### config.mk
export PLATFORM = sky130hd
export DESIGN_NAME = conv_coprocessor_datapath
export DESIGN_NICKNAME = d
export VERILOG_FILES = /design/src/rtl/conv_coprocessor_datapath.sv
export SDC_FILE = /design/constraint.sdc
export NUM_CORES = 1
export LEC_CHECK = 0
export CELL_PAD_IN_SITES_DETAIL_PLACEMENT = 1
export CELL_PAD_IN_SITES_GLOBAL_PLACEMENT = 1
export CORE_MARGIN = 4
export CORE_UTILIZATION = 47
export DETAILED_ROUTE_END_ITERATION = 8
export GPL_TIMING_DRIVEN = 0
export MAX_ROUTING_LAYER = met4
export PLACE_DENSITY_LB_ADDON = 0.1
export SYNTH_ARGS = -nofsm -noshare
export SYNTH_HDL_FRONTEND = slang
export SYNTH_SLANG_ARGS = --single-unit
### constraint.sdc
create_clock -name clk -period 6.65 [get_ports clk]
set_clock_uncertainty 0.05 [all_clocks]
set_input_delay 1.995 -clock clk [delete_from_list [all_inputs] [get_ports clk]]
set_output_delay 1.995 -clock clk [all_outputs]
set_load 0.05 [all_outputs]
### src/rtl/conv_coprocessor_datapath.sv
// 1D convolution coprocessor datapath: loop counters, comparators, MAC, Z write port.
// Optional output saturation when CONV_SAT_EN is defined (truncation otherwise).
module conv_coprocessor_datapath #(
  parameter int DATA_W = 8,
  parameter int ADDR_W = 5,
  parameter int OUT_W  = 16
) (
  input  logic              clk,
  input  logic              rstn,
  input  logic              start,
  input  logic [ADDR_W:0]   size_x,
  input  logic [ADDR_W:0]   size_y,
  input  logic              sel_i,
  input  logic              i_enable,
  input  logic              sel_j,
  input  logic              j_enable,
  input  logic              currentZ_en,
  input  logic              currentZ_clr,
  input  logic              writeZ,
  output logic              comp_i_out,
  output logic              comp_j_out,
  output logic              comp_indexH_out,
  output logic [ADDR_W-1:0] x_addr,
  input  logic [DATA_W-1:0] x_data,
  output logic [ADDR_W-1:0] y_addr,
  input  logic [DATA_W-1:0] y_data,
  output logic              z_we,
  output logic [ADDR_W:0]   z_addr,
  output logic [OUT_W-1:0]  z_data,
  output logic              sat_flag
);

  localparam int ACC_W = 2*DATA_W + ADDR_W + 1;
  localparam int CW    = ADDR_W + 1;
  localparam int DW    = ADDR_W + 2;

  logic             start_q;
  logic             start_rise;
  logic             armed;
  logic [CW-1:0]    i_q;
  logic [CW-1:0]    j_q;
  logic [CW-1:0]    i_d;
  logic [CW-1:0]    j_d;
  logic [CW-1:0]    size_x_q;
  logic [CW-1:0]    size_y_q;
  logic [DW-1:0]    i_lim;
  logic [DW-1:0]    diff;
  logic [ACC_W-1:0] acc;
  logic [ACC_W-1:0] prod;
  logic [OUT_W-1:0] z_val;
  logic             z_clip;
  logic             z_fire;

  assign start_rise = start & ~start_q;
  assign z_fire     = writeZ & armed;

  always_comb begin
    i_d = i_q;
    unique case (1'b1)
      start_rise:         i_d = '0;
      i_enable & sel_i:   i_d = '0;
      i_enable & ~sel_i:  i_d = i_q + CW'(1);
      default:            i_d = i_q;
    endcase
  end

  always_comb begin
    j_d = j_q;
    unique case (1'b1)
      start_rise:         j_d = '0;
      j_enable & sel_j:   j_d = '0;
      j_enable & ~sel_j:  j_d = j_q + CW'(1);
      default:            j_d = j_q;
    endcase
  end

  always_ff @(posedge clk or negedge rstn) begin
    if (!rstn) begin
      start_q  <= 1'b0;
      armed    <= 1'b0;
      size_x_q <= '0;
      size_y_q <= '0;
      i_q      <= '0;
      j_q      <= '0;
    end else begin
      start_q <= start;
      i_q     <= i_d;
      j_q     <= j_d;
      if (start_rise) begin
        armed    <= 1'b1;
        size_x_q <= size_x;
        size_y_q <= size_y;
      end
    end
  end

  // Loop bounds; difference is one bit wider so i-j never wraps silently.
  assign i_lim = DW'(size_x_q) + DW'(size_y_q) - DW'(1);
  assign diff  = DW'(i_q) - DW'(j_q);

  assign comp_i_out      = (size_x_q != '0) & (size_y_q != '0)
                         & (DW'(i_q) < i_lim);
  assign comp_j_out      = j_q < size_x_q;
  assign comp_indexH_out = (j_q <= i_q) & (diff < DW'(size_y_q));

  assign x_addr = j_q[ADDR_W-1:0];
  assign y_addr = diff[ADDR_W-1:0];

  assign prod = ACC_W'(x_data) * ACC_W'(y_data);

  always_ff @(posedge clk or negedge rstn) begin
    if (!rstn) begin
      acc <= '0;
    end else if (currentZ_clr) begin
      acc <= '0;
    end else if (currentZ_en) begin
      acc <= acc + prod;
    end
  end

`ifdef CONV_SAT_EN
  assign z_clip = |acc[ACC_W-1:OUT_W];
  assign z_val  = z_clip ? {OUT_W{1'b1}} : acc[OUT_W-1:0];
`else
  assign z_clip = 1'b0;
  assign z_val  = acc[OUT_W-1:0];
`endif

  // Writes are suppressed until a start edge arms the block after reset.
  always_ff @(posedge clk or negedge rstn) begin
    if (!rstn) begin
      z_we     <= 1'b0;
      z_addr   <= '0;
      z_data   <= '0;
      sat_flag <= 1'b0;
    end else begin
      z_we <= z_fire;
      if (z_fire) begin
        z_addr <= i_q;
        z_data <= z_val;
      end
      if (z_fire & z_clip) begin
        sat_flag <= 1'b1;
      end else if (start_rise) begin
        sat_flag <= 1'b0;
      end
    end
  end

endmodule
==> metrics.csv, run 1 <==
metric,value,unit
outcome,"finished, final reports clean",
# DRC,0,
vias in the first global route,5354,
# IOs,75,
Max Clk Rate,154,MHz
number of flops mapped to enable cells by yosys,0,
Avg Inst Size Synth,9.22,µm²
initial antenna violation count,0,
leakage,3.69,nW
grt total ovfl,0,
CP Launch Type,primary input,
CTS max path bufs,2,
final cycle utilization of the critical path,0.974,
DRT iter0 DRCs,233,
Final Worst Setup Slack,0.171,ns
post-synth top area cell,dfrtp_1,
ys flop type,dfrtp_1,
PwrDens,386,nW/µm²
Slew HR,0.432,
endpoints failing setup,0,
maximum number of pins on one net before global-route repair,66,
Setup Buffers After CTS,0,
Setup WS pre-CTS,-0.565,ns
final net count,890,
# hold bufs at CTS,0,
"commonest non-fill, non-tap cell in the layout",inv_1,
via count,4744,
CTS buffer count,9,
Die ar.,14600,µm²
syn nets,810,
starting density of the core,0.477,
register area share after synthesis,0.271,
Synth-to-Final Area Change,20.0,%
post-synthesis register bit count,65,
row count,41,
crit end category,register,
Clock H-tree levels,3,
Clock Sinks,65,
CTS tree,done,
Antenna Cells,0,
WL final,15200,µm
Post-DRT Antenna Nets,0,
vias per inst,5.22,
Slew Limit Fails,0,
Inst Count DP,892,
Core Region,12600,µm²
most frequent cells in the layout,"inv_1, nand2_1, ha_1",
"Cell Area, Synth",6000,µm²
DR top layer,met4,
Final GP Congestion,0.843,
global-route wire length before repair,26400,µm
Gate Count Post-Synth,651,
met1 wire length,6860,µm
asr flop ratio synth,1.00,
clock latency on the worst-skew pair,0.33,ns
RSZ-0062 raised after global routing,false,
top-area cell type share of the netlist area,0.271,
Synth cell types,46,
clk root buf,clkbuf_16,
die height,121,µm
Synth area leaders,"dfrtp_1, fa_1, ha_1",
yosys warns,0,
Hold Crit Class,reg -> reg,
routed wl met2,7680,µm
post-route cell area,7200,µm²
CP max FO,8,
Layout Cells excl Fill,908,
CP Class,in -> reg,
worst endpoint required time,6.81,ns
Max Cap Viol,0,
met3 WL,533,µm
Hold Fails Final Rpt,0,
Slew @ Worst Pin,0.852,ns
Critical Path AT,6.64,ns
ratio of cells with drive above 1 in the final layout,0.0639,
Area after DPL,6900,µm²
crit path time final,6.48,ns
DP Wirelength,12400,µm
WL/cell,16.7,µm
peak supply drop,0.241,mV
TritonRoute pass-1 iters,4,
Port Buf Inserts,69,
GRT Overall Usage,0.232,
Clock transition at path regs,0.05,ns
Die X,121,µm
==> power breakdown <==
part	internal (mW)	switching, mW
Combinational	0.690	1.05
Clock	0.349	0.168
Sequential	0.471	0.0548
==> cell families after synthesis <==
group                      share of synthesized area
xor gates and xnor gates                      0.0350
adders and majority gates                      0.317
muxes                                         0.0407
DFF                                            0.271
AOI/OAI and AO/OA                              0.101
and+or+nand+nor                                0.132
other                                       0.000625
buffers and inverters                          0.103
==> routing by layer <==
layer,track usage,vias to the layer above
met5,-,-
met4,0.0382,0
met3,0.0354,15
met2,0.388,98
met1,0.307,2406
li1,-,2225
==> registers in the layout, summed over array words and instances, names as in the netlist, 6 cells and up <==
register  count
acc          16
z_data       16
i_q           6
j_q           6
size_x_q      6
size_y_q      6
z_addr        6
==> critical path: stages <==
cell	delay, ns
dlygate4sd2_1	0.39
nand2_1	0.12
fa_1	0.51
inv_1	0.05
fa_1	0.47
fa_1	0.55
inv_1	0.05
fa_1	0.52
inv_1	0.04
ha_1	0.39
and3_1	0.24
a221oi_4	0.36
o211ai_2	0.15
a21oi_2	0.19
mux2_4	0.32
mux2_4	0.29
==> cell type report <==
class | count | area [µm²]
clock buffer | 14 | 264
fill | 1441 | 5370
buffer | 20 | 106
tap | 172 | 215
multi-input combinational | 430 | 3770
inverter | 136 | 510
sequential | 65 | 1630
timing repair buffer | 69 | 646
clock inverter | 2 | 60.1
==> Yosys cell counts (2+ instances only) <==
| cell | number |
|---|---|
| clkbuf_1 | 13 |
| a211oi_1 | 5 |
| or3_1 | 3 |
| fa_1 | 52 |
| mux2_2 | 11 |
| nor3_1 | 4 |
| xnor2_1 | 16 |
| nand4_1 | 2 |
| mux2i_1 | 9 |
| and2_1 | 33 |
| o31ai_1 | 2 |
| a21oi_1 | 21 |
| nand2b_1 | 8 |
| o2111ai_1 | 3 |
| nor4_1 | 2 |
| buf_4 | 6 |
| inv_1 | 136 |
| o21bai_1 | 3 |
| and3_1 | 3 |
| nor2_1 | 29 |
| nand3b_1 | 3 |
| mux2_4 | 2 |
| nand2_1 | 69 |
| xor2_1 | 8 |
| nor2b_1 | 4 |
| dfrtp_1 | 65 |
| a21o_1 | 13 |
| ha_1 | 69 |
| o21a_1 | 3 |
| o21ai_0 | 37 |
| nand3_1 | 2 |
==> path summary, 6_finish.rpt <==
check                              endpoint  depth (start not counted)  slack, ns       from
min in group asynchronous       size_x_q[4]                          1       1.70       rstn
worst min register to register        armed                          1       0.43      armed
worst max register to register      acc[15]                         15       1.94     acc[6]
worst min-delay path                  armed                          1       0.43      armed
worst max-delay path                acc[15]                         16       0.17  x_data[6]
max in group asynchronous            i_q[4]                          1       4.26       rstn
==> stage by stage <==
step	util	setup TNS (ns)	hold WS (ns)	power, mW
floorplan	-	0	0.385	1.78
global placement	0.550	-0.847	0.399	2.15
detailed placement	0.549	-1.30	0.421	2.24
CTS	0.575	0	0.435	2.81
global route	0.573	0	0.438	3.05
finish	0.573	0	0.429	2.78
==> repair_timing <==
action	4_1_cts	5_1_grt
setup endpoints to repair	2	1
gates cloned	0	0
resized for setup	14	21
(Power assumes the default switching activity.)
==> run 2, diff against run 1 <==
- CAP_MARGIN: unset -> 10
- CORE_MARGIN: 4 -> unset
==> metrics.csv, run 2 (same netlist as run 1, synthesis figures left out) <==
metric,value,unit,change
outcome,"finished, final reports clean",,unchanged
Antenna Cells,0,,unchanged
endpoints failing setup,0,,unchanged
Die X,115,µm,was 121 µm
CP peak stage delay,0.56,ns,was 0.55 ns
"commonest non-fill, non-tap cell in the layout",inv_1,,unchanged
# IOs,75,,unchanged
crit path time final,6.49,ns,was 6.48 ns
PwrDens,388,nW/µm²,was 386 nW/µm²
WP buf/inv,3,,was 4
worst endpoint required time,6.82,ns,was 6.81 ns
Inst Count DP,888,,was 892
WL/cell,16.9,µm,was 16.7 µm
global-route wire length before repair,25900,µm,was 26400 µm
grt total ovfl,0,,unchanged
critical path cell sequence,dlygate4sd2_1 > and2_1 > fa_1 > fa_1 > fa_1 > inv_1 > fa_1 > inv_1 > ha_1 > and3_1 > a221oi_4 > o211ai_2 > a21oi_2 > mux2_4 > mux2_4,,was dlygate4sd2_1 > nand2_1 > fa_1 > inv_1 > fa_1 > fa_1 > inv_1 > fa_1 > inv_1 > ha_1 > and3_1 > a221oi_4 > o211ai_2 > a21oi_2 > mux2_4 > mux2_4
setup TNS,0,ns,unchanged
Slew @ Worst Pin,0.878,ns,was 0.852 ns
CP Launch Type,primary input,,unchanged
# DRC,0,,unchanged
starting density of the core,0.491,,was 0.477
clock latency on the worst-skew pair,0.33,ns,about the same
CP Class,in -> reg,,unchanged
DRT iter0 DRCs,196,,was 233
Max Cap Viol,0,,unchanged
Core Region,12200,µm²,was 12600 µm²
Clock H-tree levels,3,,unchanged
Slew Limit Fails,0,,unchanged
biggest registers after layout,"acc x16, z_data x16",,unchanged
row count,40,,was 41
Hold Fails Final Rpt,0,,unchanged
GRT Overall Usage,0.263,,was 0.232
final net count,892,,was 890
peak supply drop,0.268,mV,was 0.241 mV
Min Hold Slack,0.430,ns,was 0.429 ns
Post-DRT Antenna Nets,0,,unchanged
vias in the first global route,5286,,was 5354
vias per inst,5.28,,was 5.22
DP Wirelength,12200,µm,was 12400 µm
most frequent cells in the layout,"inv_1, nand2_1, ha_1",,unchanged
TritonRoute pass-1 iters,4,,unchanged
largest delay contributor family on the critical path,adder cells,,unchanged
Synth-to-Final Area Change,20.2,%,was 20.0%
ratio of cells with drive above 1 in the final layout,0.0637,,was 0.0639
Clock Sinks,65,,unchanged
Layout Cells excl Fill,906,,was 908
WL final,15300,µm,was 15200 µm
Setup WS pre-CTS,-0.638,ns,was -0.565 ns
CTS tree,done,,unchanged
Hold Crit Class,reg -> reg,,unchanged
leakage,3.70,nW,was 3.69 nW
via count,4788,,was 4744
Final GP Congestion,0.833,,was 0.843
CP max FO,8,,unchanged
Slew HR,0.415,,was 0.432
critical path's slowest cell,fa_1,,unchanged
Final Worst Setup Slack,0.161,ns,was 0.171 ns
Port Buf Inserts,69,,unchanged
maximum number of pins on one net before global-route repair,66,,unchanged
crit end category,register,,unchanged
Max Clk Rate,154,MHz,about the same
CTS buffer count,9,,unchanged
final cycle utilization of the critical path,0.976,,was 0.974
# hold bufs at CTS,0,,unchanged
die height,115,µm,was 121 µm
clk root buf,clkbuf_16,,unchanged
CTS max path bufs,2,,unchanged
Die ar.,13200,µm²,was 14600 µm²
Clock transition at path regs,0.06,ns,was 0.05 ns
initial antenna violation count,0,,unchanged
CP most frequent cell,fa_1,,unchanged
Critical Path AT,6.66,ns,was 6.64 ns
-- run 2: changes by cell type in the layout (fill, tap and decap cells not counted), sizes merged --
cell and delta:
clkbuf -10, dlygate4sd2 +6, clkinv +4, buf +3
clkdlybuf4s15 -2, clkinvlp +1
-- run 2: routing by layer --
metal	GRT usage	vias up	part of all wire
met5	-	-	0
met3	0.0432	21	0.033
met2	0.445	84	0.50
li1	-	2227	-
met4	0.0563	0	0.013
met1	0.333	2456	0.45
-- run 2: timing repair --
action                     in CTS  in global routing
setup endpoints to repair       1                  1
buffers inserted                0                  2
pin swaps                       0                  1
gates resized for setup        14                 10
-- run 2: path summary, 6_finish.rpt --
path,end,cells after the start,startpoint,slack [ns]
max in group asynchronous,z_data[6],1,rstn,4.24
worst min register to register,z_data[1],2,z_data[1],0.43
worst max register to register,acc[15],15,acc[6],1.93
worst min-delay path,z_data[1],2,z_data[1],0.43
worst max-delay path,acc[15],15,x_data[1],0.16
min in group asynchronous,size_x_q[1],1,rstn,1.72
-- run 2: area by class of cell --
class / instances / area [µm²]
buffer: 20 / 105
clock buffer: 9 / 225
clock inverter: 7 / 95.1
fill: 1441 / 5000
inverter: 136 / 510
multi-input combinational: 430 / 3770
sequential: 65 / 1630
tap: 168 / 210
timing repair buffer: 71 / 673
-- run 2: power breakdown --
part / internal, mW / total, mW / switching [mW]
Clock: 0.328 / 0.512 / 0.184
Sequential: 0.470 / 0.524 / 0.0540
Combinational: 0.714 / 1.77 / 1.05
Total: 1.51 / 2.80 / 1.29
-- run 2: tightest hold or removal path, delay by kind of cell, from the launching register on --
kind	cells	cell delay [ns]
compound gates	1	0.06
flops	1	0.34
simple gates	1	0.05
-- run 2: stage by stage --
stage          power, mW  cell area [µm²]  utilization
2_1_floorplan       1.78             6000            -
3_5_place_dp        2.25             6900        0.565
4_1_cts             2.80             7210        0.591
5_1_grt             3.05             7220        0.591
6_report            2.80             7220        0.591
3_3_place_gp        2.14             6900        0.565
==> run 3, diff against run 2 <==
- CORE_UTILIZATION: 47 -> 35
==> metrics.csv, run 3 (same netlist as run 1, synthesis figures left out) <==
metric,value,unit,change
Die X,133,µm,was 115 µm
Clock transition at path regs,0.05,ns,was 0.06 ns
die height,133,µm,was 115 µm
# hold bufs at CTS,0,,unchanged
largest delay contributor family on the critical path,adder cells,,unchanged
Core Region,16600,µm²,was 12200 µm²
WL final,14600,µm,was 15300 µm
Critical Path AT,6.70,ns,was 6.66 ns
biggest registers after layout,"acc x16, z_data x16",,unchanged
Max Clk Rate,153,MHz,was 154 MHz
critical path's slowest cell,fa_1,,unchanged
Port Buf Inserts,69,,unchanged
met3 Use GR,0.0257,,was 0.0432
Clock H-tree levels,3,,unchanged
r2r worst-path depth,15,,unchanged
starting density of the core,0.361,,was 0.491
most frequent cells in the layout,"inv_1, nand2_1, ha_1",,unchanged
DRT iter0 DRCs,124,,was 196
Synth-to-Final Area Change,20.2,%,unchanged
Hold Crit Class,reg -> reg,,unchanged
initial antenna violation count,0,,unchanged
global-route wire length before repair,25100,µm,was 25900 µm
hold path cells,2,,unchanged
leakage,3.67,nW,was 3.70 nW
Slew Limit Fails,0,,unchanged
total power,2.64,mW,was 2.80 mW
Inst Count DP,940,,was 888
GRT Overall Usage,0.185,,was 0.263
# DRC,0,,unchanged
worst endpoint required time,6.81,ns,was 6.82 ns
Layout Cells excl Fill,954,,was 906
Antenna Cells,0,,unchanged
Post-DRT Antenna Nets,0,,unchanged
CP peak stage delay,0.56,ns,about the same
Slew HR,0.438,,was 0.415
CP max FO,8,,unchanged
CTS buffer count,9,,unchanged
gr busiest metal,met2,,unchanged
via count,4561,,was 4788
grt total ovfl,0,,unchanged
vias per inst,4.78,,was 5.28
Hold Fails Final Rpt,0,,unchanged
Hold Path End,z_data[2],,was z_data[1]
Slew @ Worst Pin,0.843,ns,was 0.878 ns
r2r startpoint,acc[6],,unchanged
CTS max path bufs,2,,unchanged
TritonRoute pass-1 iters,6,,was 4
outcome,"finished, final reports clean",,unchanged
CTS tree,done,,unchanged
PwrDens,366,nW/µm²,was 388 nW/µm²
maximum number of pins on one net before global-route repair,66,,unchanged
vias in the first global route,4969,,was 5286
# IOs,75,,unchanged
Min Hold Slack,0.432,ns,was 0.430 ns
Die ar.,17700,µm²,was 13200 µm²
RSZ-0062 raised after global routing,false,,
RR Endpoint,acc[15],,unchanged
GRT met1 Usage,0.257,,was 0.333
CP Launch Type,primary input,,unchanged
WL/cell,15.3,µm,was 16.9 µm
peak supply drop,0.171,mV,was 0.268 mV
r2r setup slk,1.94,ns,was 1.93 ns
crit path time final,6.54,ns,was 6.49 ns
Max Cap Viol,0,,unchanged
CP most frequent cell,fa_1,,unchanged
Final GP Congestion,0.806,,was 0.833
clk root buf,clkbuf_16,,unchanged
ratio of cells with drive above 1 in the final layout,0.0613,,was 0.0637
Clock Sinks,65,,unchanged
critical path cell sequence,clkdlybuf4s15_1 > and2_1 > fa_1 > fa_1 > fa_1 > inv_1 > fa_1 > inv_1 > ha_1 > and3_1 > a221oi_4 > o211ai_2 > a21oi_2 > mux2_4 > mux2_4,,was dlygate4sd2_1 > and2_1 > fa_1 > fa_1 > fa_1 > inv_1 > fa_1 > inv_1 > ha_1 > and3_1 > a221oi_4 > o211ai_2 > a21oi_2 > mux2_4 > mux2_4
endpoints failing setup,0,,unchanged
crit end category,register,,unchanged
final net count,890,,was 892
row count,47,,was 40
CP Class,in -> reg,,unchanged
HP Start,z_data[2],,was z_data[1]
final cycle utilization of the critical path,0.984,,was 0.976
clock latency on the worst-skew pair,0.32,ns,was 0.33 ns
WP buf/inv,3,,unchanged
DP Wirelength,12100,µm,was 12200 µm
met2 usage,0.294,,was 0.445
"commonest non-fill, non-tap cell in the layout",inv_1,,unchanged
==> run 3: cell types whose count changed in the layout (fill, tap and decap cells not counted), sizes merged <==
cell           delta
buf               -3
clkbuf            +5
bufinv            -2
dlymetal6s2s      +1
clkdlybuf4s15     +3
clkinv            -2
dlygate4sd2       -6
==> run 3: layer usage <==
layer	up-vias	share of wire
li1	2221	-
met1	2280	0.50
met2	56	0.47
met3	4	0.022
met4	0	0.0026
met5	-	0
==> run 3: cell type report <==
cell class | count | area, µm²
fillers | 1928 | 9430
multi-input cells | 430 | 3770
flip-flops and latches | 65 | 1630
repair buffers | 69 | 658
inverters | 136 | 510
well taps | 220 | 275
clock buffers | 11 | 253
plain buffers | 20 | 105
clock inverters | 3 | 17.5
==> run 3: how the worst max path moves through the flow <==
stage / from / to / depth (start not counted)
2_1_floorplan: x_data[5] / acc[15] / 16
3_3_place_gp: x_data[1] / acc[15] / 15
3_5_place_dp: x_data[1] / acc[15] / 15
4_1_cts: x_data[7] / acc[15] / 16
5_1_grt: y_data[7] / acc[15] / 15
6_report: y_data[7] / acc[15] / 15
==> run 3: stage by stage <==
step                      setup slack [ns]  utilization  area, µm²  setup TNS, ns
after floorplan                      0.255            -       6000              0
after global placement              -0.550        0.419       6970          -1.09
after detailed placement            -0.618        0.418       6960          -1.41
after CTS                          0.00838        0.434       7230              0
after global routing               0.00182        0.434       7220              0
final                                0.109        0.434       7220              0
==> run 3: repair_timing <==
action / CTS / global route
setup endpoints to repair: 1 / 1
setup buffers: 0 / 0
resized for setup: 13 / 17
==> run 3: where the power goes <==
group	total (mW)	internal [mW]	leakage (nW)	switching (mW)
Sequential	0.522	0.471	0.853	0.0514
Clock	0.431	0.267	0.133	0.164
Combinational	1.69	0.684	2.69	1.00
Total	2.64	1.42	3.67	1.22
==> run 3: worst register-to-register path, stage by stage (launching register included) <==
cell	delay, ns
dfrtp_1	0.34
inv_1	0.08
fa_1	0.53
inv_1	0.06
fa_1	0.50
inv_1	0.05
fa_1	0.48
fa_1	0.55
inv_1	0.04
ha_1	0.36
and3_1	0.24
a221oi_4	0.37
o211ai_2	0.15
a21oi_2	0.19
mux2_4	0.32
mux2_4	0.29
